===== src/rtl/mul_err_monitor_if.sv =====
// Sample/result bus of the approximate-multiplier error monitor.
// The master drives run control and samples; the slave returns the
// handshake, status flags and accumulated error statistics.
interface mul_err_monitor_if #(
    parameter int N_LOG2 = 16,
    parameter int SUM_W  = 16 + N_LOG2
);
    logic              start;
    logic              in_valid;
    logic              in_ready;
    logic [7:0]        x;
    logic [7:0]        y;
    logic [15:0]       z;
    logic              busy;
    logic              done;
    logic [SUM_W-1:0]  sum_ed;
    logic [15:0]       max_ed;
    logic [N_LOG2:0]   err_cnt;

    modport master (
        output start, in_valid, x, y, z,
        input  in_ready, busy, done, sum_ed, max_ed, err_cnt
    );

    modport slave (
        input  start, in_valid, x, y, z,
        output in_ready, busy, done, sum_ed, max_ed, err_cnt
    );
endinterface


===== src/rtl/mul_err_monitor.sv =====
// mul_err_monitor: runs 2^N_LOG2 samples of an approximate 8x8 multiplier
// through an error-distance pipeline and reports the summed, largest and
// non-zero-count error distances against the exact product.
//
// Latency from the acceptance edge: the sample is captured into S1 on that
// edge, S2 registers the error distance one edge later, S3 holds it for one
// more edge, and the accumulators absorb it on the third edge. The FSM sees
// the pipeline empty one edge after that and enters DONE.
module mul_err_monitor #(
    parameter int N_LOG2 = 16,
    parameter int SUM_W  = 16 + N_LOG2
) (
    input logic              clk,
    input logic              rst_n,
    mul_err_monitor_if.slave bus
);

    typedef enum logic [1:0] {
        IDLE  = 2'd0,
        RUN   = 2'd1,
        DRAIN = 2'd2,
        DONE  = 2'd3
    } state_t;

    state_t            state;
    logic              in_ready;
    logic              busy;
    logic              done;
    logic [N_LOG2-1:0] sample_cnt;

    logic              accept;
    logic              launch;
    logic              pipe_empty;

    // Pipeline control (reset) and datapath (not reset)
    logic              s1_valid;
    logic              s2_valid;
    logic              s3_valid;
    logic [7:0]        s1_x;
    logic [7:0]        s1_y;
    logic [15:0]       s1_z;
    logic [15:0]       s2_ed;
    logic [15:0]       s3_ed;

    // S2 combinational error-distance calculation
    logic [15:0]        product;
    logic signed [16:0] diff;
    logic [15:0]        ed_next;

    // Accumulators
    logic [SUM_W-1:0]  sum_ed;
    logic [15:0]       max_ed;
    logic [N_LOG2:0]   err_cnt;
    logic [SUM_W:0]    sum_wide;

    // in_ready is a registered copy of "state == RUN", so it is safe to use
    // directly in the acceptance term.
    assign accept     = bus.in_valid && in_ready;
    assign launch     = bus.start && ((state == IDLE) || (state == DONE));
    assign pipe_empty = !(s1_valid || s2_valid || s3_valid);

    // Run-control FSM with registered in_ready/busy/done outputs
    // NOTE: sequential state uses non-blocking (<=) so every flop samples the
    // pre-edge values of the others, independent of statement order.
    always_ff @(posedge clk or negedge rst_n) begin
        if (!rst_n) begin
            state      <= IDLE;
            in_ready   <= 1'b0;
            busy       <= 1'b0;
            done       <= 1'b0;
            sample_cnt <= '0;
        end else begin
            unique case (state)
                IDLE, DONE: begin
                    if (bus.start) begin
                        state      <= RUN;
                        in_ready   <= 1'b1;
                        busy       <= 1'b1;
                        done       <= 1'b0;
                        sample_cnt <= '0;
                    end
                end
                RUN: begin
                    // start is deliberately not looked at here
                    if (accept) begin
                        sample_cnt <= sample_cnt + N_LOG2'(1);
                        if (sample_cnt == '1) begin
                            state    <= DRAIN;
                            in_ready <= 1'b0;
                        end
                    end
                end
                DRAIN: begin
                    // A start coinciding with this transition is dropped
                    if (pipe_empty) begin
                        state <= DONE;
                        busy  <= 1'b0;
                        done  <= 1'b1;
                    end
                end
                default: begin
                    state    <= IDLE;
                    in_ready <= 1'b0;
                    busy     <= 1'b0;
                    done     <= 1'b0;
                end
            endcase
        end
    end

    // Pipeline valid flags advance every cycle; bubbles carry valid=0
    always_ff @(posedge clk or negedge rst_n) begin
        if (!rst_n) begin
            s1_valid <= 1'b0;
            s2_valid <= 1'b0;
            s3_valid <= 1'b0;
        end else begin
            s1_valid <= accept;
            s2_valid <= s1_valid;
            s3_valid <= s2_valid;
        end
    end

    // Pipeline datapath registers
    // NOTE: the data registers are intentionally not reset; they are only
    // consumed when the matching valid flag (which is reset) is set.
    always_ff @(posedge clk) begin
        s1_x  <= bus.x;
        s1_y  <= bus.y;
        s1_z  <= bus.z;
        s2_ed <= ed_next;
        s3_ed <= s2_ed;
    end

    // Exact product and |exact - z| through a 17-bit signed difference
    // NOTE: every variable is assigned on every path, so no latch is inferred.
    always_comb begin
        product = {8'd0, s1_x} * {8'd0, s1_y};
        diff    = $signed({1'b0, product}) - $signed({1'b0, s1_z});
        ed_next = diff[16] ? 16'(-diff) : diff[15:0];
    end

    assign sum_wide = {1'b0, sum_ed} + {{(SUM_W + 1 - 16){1'b0}}, s3_ed};

    // Error statistics: cleared on a run launch, updated by each valid S3 sample
    always_ff @(posedge clk or negedge rst_n) begin
        if (!rst_n) begin
            sum_ed  <= '0;
            max_ed  <= '0;
            err_cnt <= '0;
        end else if (launch) begin
            sum_ed  <= '0;
            max_ed  <= '0;
            err_cnt <= '0;
        end else if (s3_valid) begin
            // Saturate rather than wrap if the sum outgrows SUM_W
            sum_ed <= sum_wide[SUM_W] ? '1 : sum_wide[SUM_W-1:0];
            if (s3_ed > max_ed) begin
                max_ed <= s3_ed;
            end
            if (s3_ed != 16'd0) begin
                err_cnt <= err_cnt + (N_LOG2 + 1)'(1);
            end
        end
    end

    assign bus.in_ready = in_ready;
    assign bus.busy     = busy;
    assign bus.done     = done;
    assign bus.sum_ed   = sum_ed;
    assign bus.max_ed   = max_ed;
    assign bus.err_cnt  = err_cnt;

endmodule

===== src/flat_wrapper.sv =====
// flat-port wrapper written by rule: the top's interface ports become plain ports
module mul_err_monitor_flat 
#(
    parameter int N_LOG2 = 16,
    parameter int SUM_W  = 16 + N_LOG2
)
  (clk, rst_n, bus_start, bus_in_valid, bus_x, bus_y, bus_z, bus_in_ready, bus_busy, bus_done, bus_sum_ed, bus_max_ed, bus_err_cnt);
  mul_err_monitor_if #(.N_LOG2(N_LOG2), .SUM_W(SUM_W)) bus_i ();
  input logic clk;
  input logic rst_n;
  input wire logic [$bits(bus_i.start)-1:0] bus_start;
  input wire logic [$bits(bus_i.in_valid)-1:0] bus_in_valid;
  input wire logic [$bits(bus_i.x)-1:0] bus_x;
  input wire logic [$bits(bus_i.y)-1:0] bus_y;
  input wire logic [$bits(bus_i.z)-1:0] bus_z;
  output wire logic [$bits(bus_i.in_ready)-1:0] bus_in_ready;
  output wire logic [$bits(bus_i.busy)-1:0] bus_busy;
  output wire logic [$bits(bus_i.done)-1:0] bus_done;
  output wire logic [$bits(bus_i.sum_ed)-1:0] bus_sum_ed;
  output wire logic [$bits(bus_i.max_ed)-1:0] bus_max_ed;
  output wire logic [$bits(bus_i.err_cnt)-1:0] bus_err_cnt;
  assign bus_i.start = bus_start;
  assign bus_i.in_valid = bus_in_valid;
  assign bus_i.x = bus_x;
  assign bus_i.y = bus_y;
  assign bus_i.z = bus_z;
  assign bus_in_ready = bus_i.in_ready;
  assign bus_busy = bus_i.busy;
  assign bus_done = bus_i.done;
  assign bus_sum_ed = bus_i.sum_ed;
  assign bus_max_ed = bus_i.max_ed;
  assign bus_err_cnt = bus_i.err_cnt;
  mul_err_monitor #(.N_LOG2(N_LOG2), .SUM_W(SUM_W)) u_core (.clk(clk), .rst_n(rst_n), .bus(bus_i));
endmodule

===== config.mk =====
export PLATFORM = sky130hd
export DESIGN_NAME = mul_err_monitor_flat
export DESIGN_NICKNAME = d
export VERILOG_FILES = /design/src/rtl/mul_err_monitor_if.sv /design/src/rtl/mul_err_monitor.sv /design/src/flat_wrapper.sv
export SDC_FILE = /design/constraint.sdc
export NUM_CORES = 1
export LEC_CHECK = 0
export CAP_MARGIN = 20
export CORE_MARGIN = 1.5
export CORE_UTILIZATION = 62
export DETAILED_ROUTE_END_ITERATION = 10
export HOLD_SLACK_MARGIN = 0.05
export PLACE_DENSITY = 0.86
export SLEW_MARGIN = 20
export SYNTH_ARGS = -nofsm -noshare
export SYNTH_HDL_FRONTEND = slang
export SYNTH_SLANG_ARGS = --single-unit

===== constraint.sdc =====
create_clock -name clk -period 12.1 [get_ports clk]
set_input_delay 2.42 -clock clk [delete_from_list [all_inputs] [get_ports clk]]
set_output_delay 2.42 -clock clk [all_outputs]
set_load 0.005 [all_outputs]

Word level (Yosys, flattened, before mapping)

Index checks and enable logic that the tools add are counted.

Register bits after elaboration: 153
Output and inout bits: 68
Word-level logic and storage cells: 77
Input bits: 36

Reduce and logical (&&, ||, !) cells: 19
Add/sub/neg operators: 5
Equality and inequality tests: 8
$mul: 1
Mux-type cells: 27
$lt $le $gt $ge: 1

Operators with widths:

| kind                    | count |
|---|---|
| $mux W16                | 6 |
| $mux W32                | 3 |
| $mux W17                | 3 |
| $add A32 B16 Y33        | 1 |
| $pmux W16 S2            | 1 |
| $add A17 B1 Y17 const B | 1 |
| $sub A16 B16 Y17        | 1 |
| $add A16 B1 Y16 const B | 1 |
| $eq A16 B16 Y1 const B  | 1 |
| $gt A16 B16 Y1          | 1 |
| $mul A8 B8 Y16          | 1 |
| $neg A16 Y16            | 1 |
| $reduce_bool A16 Y1     | 1 |
| $reduce_bool A2 Y1      | 5 |
| $mux W2                 | 4 |
| $reduce_and A4 Y1       | 2 |
| $mux W1                 | 6 |
| $pmux W1 S2             | 3 |
| $pmux W2 S3             | 1 |
| $reduce_and A3 Y1       | 2 |
| $eq A2 B2 Y1 const B    | 2 |
| $ne A2 B1 Y1 const B    | 2 |
| $ne A2 B2 Y1 const B    | 2 |
| $reduce_and A2 Y1       | 2 |
| other kinds (5)         | 8 |

Longest topological paths before layout

Depth after elaboration: 5
Depth in mapped cells: 19
Mapped depth without buffers: 18

Worst setup path before layout

OpenSTA, ideal clock, no wires.

Path type: flip-flop to flip-flop
Start point: reg u_core.s1_x[2]
End point: reg u_core.s2_ed[11]
Library setup time: 127 ps
Period minus slack after synthesis: 4,869 ps
Setup slack: 7,231 ps
Arrival time: 4,742 ps
Required time: 11,973 ps
Stages on the path, launching flop included: 18
Buffers on the path: 1
Path through: dfxtp_1 > and2_1 > fa_1 > fa_1 > fa_1 > inv_1 > fa_1 > inv_1 > ha_1 > buf_6 > or4_1 > o211ai_1 > a21oi_2 > o21a_1 > o41ai_4 > xor2_2 > nor2_1 > xor2_1

Longest elaborated chain between the ends: 4

Ends and longest elaborated chain:

| item                         | line                   | RTL |
|---|---|---|
| start: declaration           | mul_err_monitor.sv:39  | `logic [7:0] s1_x;` |
| start signal: assignment     | mul_err_monitor.sv:128 | `s1_x <= bus.x;` |
| $mul A8 B8 Y16 *             | mul_err_monitor.sv:138 | `product = {8'd0, s1_x} * {8'd0, s1_y};` |
| $sub A16 B16 Y17 *           | mul_err_monitor.sv:139 | `diff = $signed({1'b0, product}) - $signed({1'b0, s1_z});` |
| $neg A16 Y16                 | mul_err_monitor.sv:140 | `ed_next = diff[16] ? 16'(-diff) : diff[15:0];` |
| $mux W16 *                   | mul_err_monitor.sv:140 |  |
| named net u_core.ed_next[11] | mul_err_monitor.sv:48  | `logic [15:0] ed_next;` |
| end signal: assignment       | mul_err_monitor.sv:131 | `s2_ed <= ed_next;` |
| end: declaration             | mul_err_monitor.sv:42  | `logic [15:0] s2_ed;` |

Mark *: on every way through the listed nets, which the timed path passes. The rest lies on a longest branch.
A chain may end at the register's enable or synchronous reset.

Worst setup path in the final report

Start point: reg u_core.s1_x[3]
End point: reg u_core.s2_ed[5]

The elaborated chain is that of the path after synthesis.

==> flow_summary.yaml <==
synthesis:
  syn-num-nets: 1175
  syn_area_per_cell_um2: 9.517
  netlist_instances: 1008
  ys_ff_latch: 153
  synthesis.area_mm2: 0.009593
  synthDistinctLibCells: 59
  async_flop_share: 0.5817
  synth-edff-count: 0
  synth_flop_cell: "dfrtp_1"
  yosysSeqAreaShare: 0.3657
  synth_warnings: 0
pwr:
  p_per_area_mw_per_mm2: 250.0
  power_leakage_nw: 5.263
  ir_drop_v: 0.0001558
  power_mw: 2.847
job:
  maxCapViolCount: 0
timing:
  grt_setup_unrepaired: "false"
  hold_viol: 0
  finalSetupViolCount: 0
  relSlewSlack: 0.3260
  finalClockSkew_ns: 0.01543
  maxSlewViolCount: 0
  fmax_ghz: 0.1905
  worstMarginPinSlew_ns: 1.011
  tns_ns: 0
  fin_crit_sh: 0.4339
  period_needed_ns: 5.250
finish:
  final_util: 0.7520
  final_layout_size_suffix_gt1_frac: 0.04817
  final-instance-count-excl-fill: 1309
  areaGrowthSynthToFinish_pct: 18.73
  nets: 1275
  filler_cell_count: 1054
  finalInstanceArea_mm2: 0.01139
  antennaDiodeCount: 0
clock_network:
  cts_tree: "done"
  htree_levels: 4
  cts_buffer_depth: 2
  clock_latency_ns: 0.44
  clkSinkCount: 153
  cts_buffers: 17
  post_cts_resized: 0
  hold_buffers: 0
  path_clk_slew_ns: 0.06
  cts_setup_buffers: 0
  cts_root_buffer: "clkbuf_16"
floorplan:
  ios: 104
  die_y_um: 127.4
  std_cell_rows: 45
  initial_core_util: 0.6334
  die_w_um: 127.4
  core_mm2: 0.01515
  die_area_mm2: 0.01623
global_route:
  grt_max_degree: 67
  grt_overflow: 0
  grtUsageTotal: 0.2670
  antenna_found_initial: 0
  grt_pass1_vias: 7595
  grt_first_pass_wirelength_um: 34780
hold_path:
  hold_end: "u_core.s3_ed[7]$_DFF_P_"
  hold_path_startpoint: "u_core.s2_ed[7]$_DFF_P_"
  hold_depth: 0
  min-delay-path-class: "register to register"
detailed_routing:
  dr_total_vias: 7559
  vias_per_cell: 5.775
  drt_iter0_drc: 473
  drt_first_pass_iters: 6
  drc: 0
  wl_per_cell_um: 15.76
  postRouteAntennaNets: 0
  wl_um: 20630
worst_setup_path:
  reg2reg_depth: 18
  end_kind: "register"
  start_kind: "register"
  cpLargestDelayFamily: "adder cells"
  required_ns: 12.41
  cp_cell_sequence: "and2_1 > fa_1 > inv_1 > fa_1 > inv_1 > fa_1 > inv_1 > fa_1 > inv_1 > ha_1 > or3_1 > a211oi_2 > a21oi_2 > o21a_1 > o41ai_4 > xor2_2 > a21oi_1 > xor2_1"
  setup.worst_path.class: "register to register"
  crit_fanout: 10
  crit_start: "u_core.s1_x[3]$_DFF_P_"
  r2r_setup_slack_ns: 6.85
  r2r_end: "u_core.s2_ed[5]$_DFF_P_"
  rr_startpoint: "u_core.s1_x[3]$_DFF_P_"
  cp_slowest_cell: "fa_1"
  cp_num_buf_inv: 4
  slowest_delay_ns: 0.53
  cp_data_arrival_time_ns: 5.56
placement:
  placedCellCount: 1277
  place.port_buffers: 103
  dp_hpwl_um: 14800
  placed_cell_area_mm2: 0.01079
  gp_congestion: 0.8773
status:
  status: "finished clean"
==> final cells by class <==
type	instances	area [µm²]	area share
Tap cell	188	235.2	0.02065
Multi-Input combinational cell	702	5507	0.4835
Timing Repair Buffer	107	1059	0.09294
Sequential cell	153	3508	0.3080
Clock buffer	17	425.4	0.03735
Inverter	127	476.7	0.04185
Clock inverter	15	178.9	0.01571
==> registers in the layout, indices dropped and copies added, names as in the netlist, 2 cells and up <==
signal,count
u_core.s2_ed,16
u_core.bus.err_cnt,17
u_core.s3_ed,16
u_core.s1_z,16
u_core.bus.max_ed,16
u_core.bus.sum_ed,32
u_core.sample_cnt,16
u_core.state,2
u_core.s1_y,8
u_core.s1_x,8
==> through the flow <==
| stage | hold WS (ns) | worst slack (ns) |
|---|---|---|
| after floorplan | 0.3096 | 7.231 |
| after global placement | 0.3106 | 7.013 |
| after detailed placement | 0.3121 | 6.882 |
| after CTS | 0.3209 | 6.836 |
| after global routing | 0.3237 | 6.586 |
| final | 0.3172 | 6.850 |
==> routing by layer <==
layer  GRT usage  routed length (µm)  up-vias
li1            -                   -     3657
met4      0.1103                 548        0
met3     0.04146                 908       48
met5           0                   0        -
met1      0.3197                8608     3611
met2      0.4798               10560      243
==> cell usage after synthesis, types with 7 or more instances <==
library cell / instances / area share
dfrtp_1: 89 / 0.23
xnor2_1: 31 / 0.028
nor2_1: 75 / 0.029
a21o_1: 14 / 0.011
nand3_1: 39 / 0.020
a21oi_1: 29 / 0.015
ha_1: 80 / 0.10
nor2b_1: 7 / 0.0046
fa_1: 51 / 0.11
o31ai_1: 21 / 0.016
a31oi_1: 19 / 0.012
o21ai_0: 44 / 0.023
a211oi_1: 9 / 0.0070
clkbuf_1: 20 / 0.0078
o21a_1: 9 / 0.0070
dfxtp_1: 64 / 0.13
xor2_1: 32 / 0.029
nand2b_1: 7 / 0.0046
nand2_1: 70 / 0.027
inv_1: 127 / 0.050
and3_1: 9 / 0.0059
and4_1: 10 / 0.0091
nor3_1: 16 / 0.0083
nand4_1: 15 / 0.0098
and2_1: 44 / 0.029
==> how the worst max path moves through the flow <==
| stage | endpoint | slack, ns | cells past startpoint |
|---|---|---|---|
| detailed placement | u_core.s2_ed[5]$_DFF_P_ | 6.88 | 18 |
| finish | u_core.s2_ed[5]$_DFF_P_ | 6.85 | 18 |
| global placement | u_core.s2_ed[11]$_DFF_P_ | 7.01 | 16 |
| CTS | u_core.s2_ed[5]$_DFF_P_ | 6.84 | 18 |
| global route | u_core.s2_ed[15]$_DFF_P_ | 6.59 | 17 |
| floorplan | u_core.s2_ed[11]$_DFF_P_ | 7.23 | 17 |
==> power breakdown <==
part           switching [mW]  leakage (nW)  total, mW  internal, mW
combinational           0.866          3.24       1.54         0.674
sequential              0.117          1.72      0.761         0.644
clock                   0.234         0.297      0.546         0.312
total                    1.22          5.26       2.85          1.63
==> placed cells by master, fill, tap and decap left out, types with 3 or more instances in the layout <==
| cell type | n |
|---|---|
| a211o_1 | 4 |
| a211oi_1 | 9 |
| a21o_1 | 14 |
| a21oi_1 | 29 |
| a311oi_1 | 4 |
| a31oi_1 | 18 |
| a41oi_1 | 4 |
| and2_1 | 43 |
| and3_1 | 9 |
| and4_1 | 10 |
| buf_4 | 5 |
| clkbuf_16 | 17 |
| clkdlybuf4s50_1 | 102 |
| dfrtp_1 | 89 |
| dfxtp_1 | 64 |
| fa_1 | 51 |
| ha_1 | 80 |
| inv_1 | 127 |
| inv_6 | 5 |
| inv_8 | 4 |
| nand2_1 | 70 |
| nand2b_1 | 7 |
| nand3_1 | 39 |
| nand4_1 | 15 |
| nor2_1 | 75 |
| nor2b_1 | 7 |
| nor3_1 | 16 |
| nor4_1 | 4 |
| o211ai_1 | 6 |
| o21a_1 | 9 |
| o21ai_0 | 44 |
| o221a_2 | 6 |
| o22ai_1 | 4 |
| o31ai_1 | 21 |
| o41ai_1 | 3 |
| or2_2 | 3 |
| or3_1 | 6 |
| xnor2_1 | 31 |
| xor2_1 | 32 |
==> cells by family (layout without fill, tap and decap cells) <==
family          Yosys count  in the layout  share of synthesized area
compound gates          195            195                     0.1403
flops                   153            153                     0.3657
buf+inv                 153            266                    0.06104
xor+xnor                 64             64                    0.05922
mux                       1              1                   0.001043
fa+ha+maj               131            131                     0.2108
simple gates            311            311                     0.1619
Power figures use the tool's default switching activity.
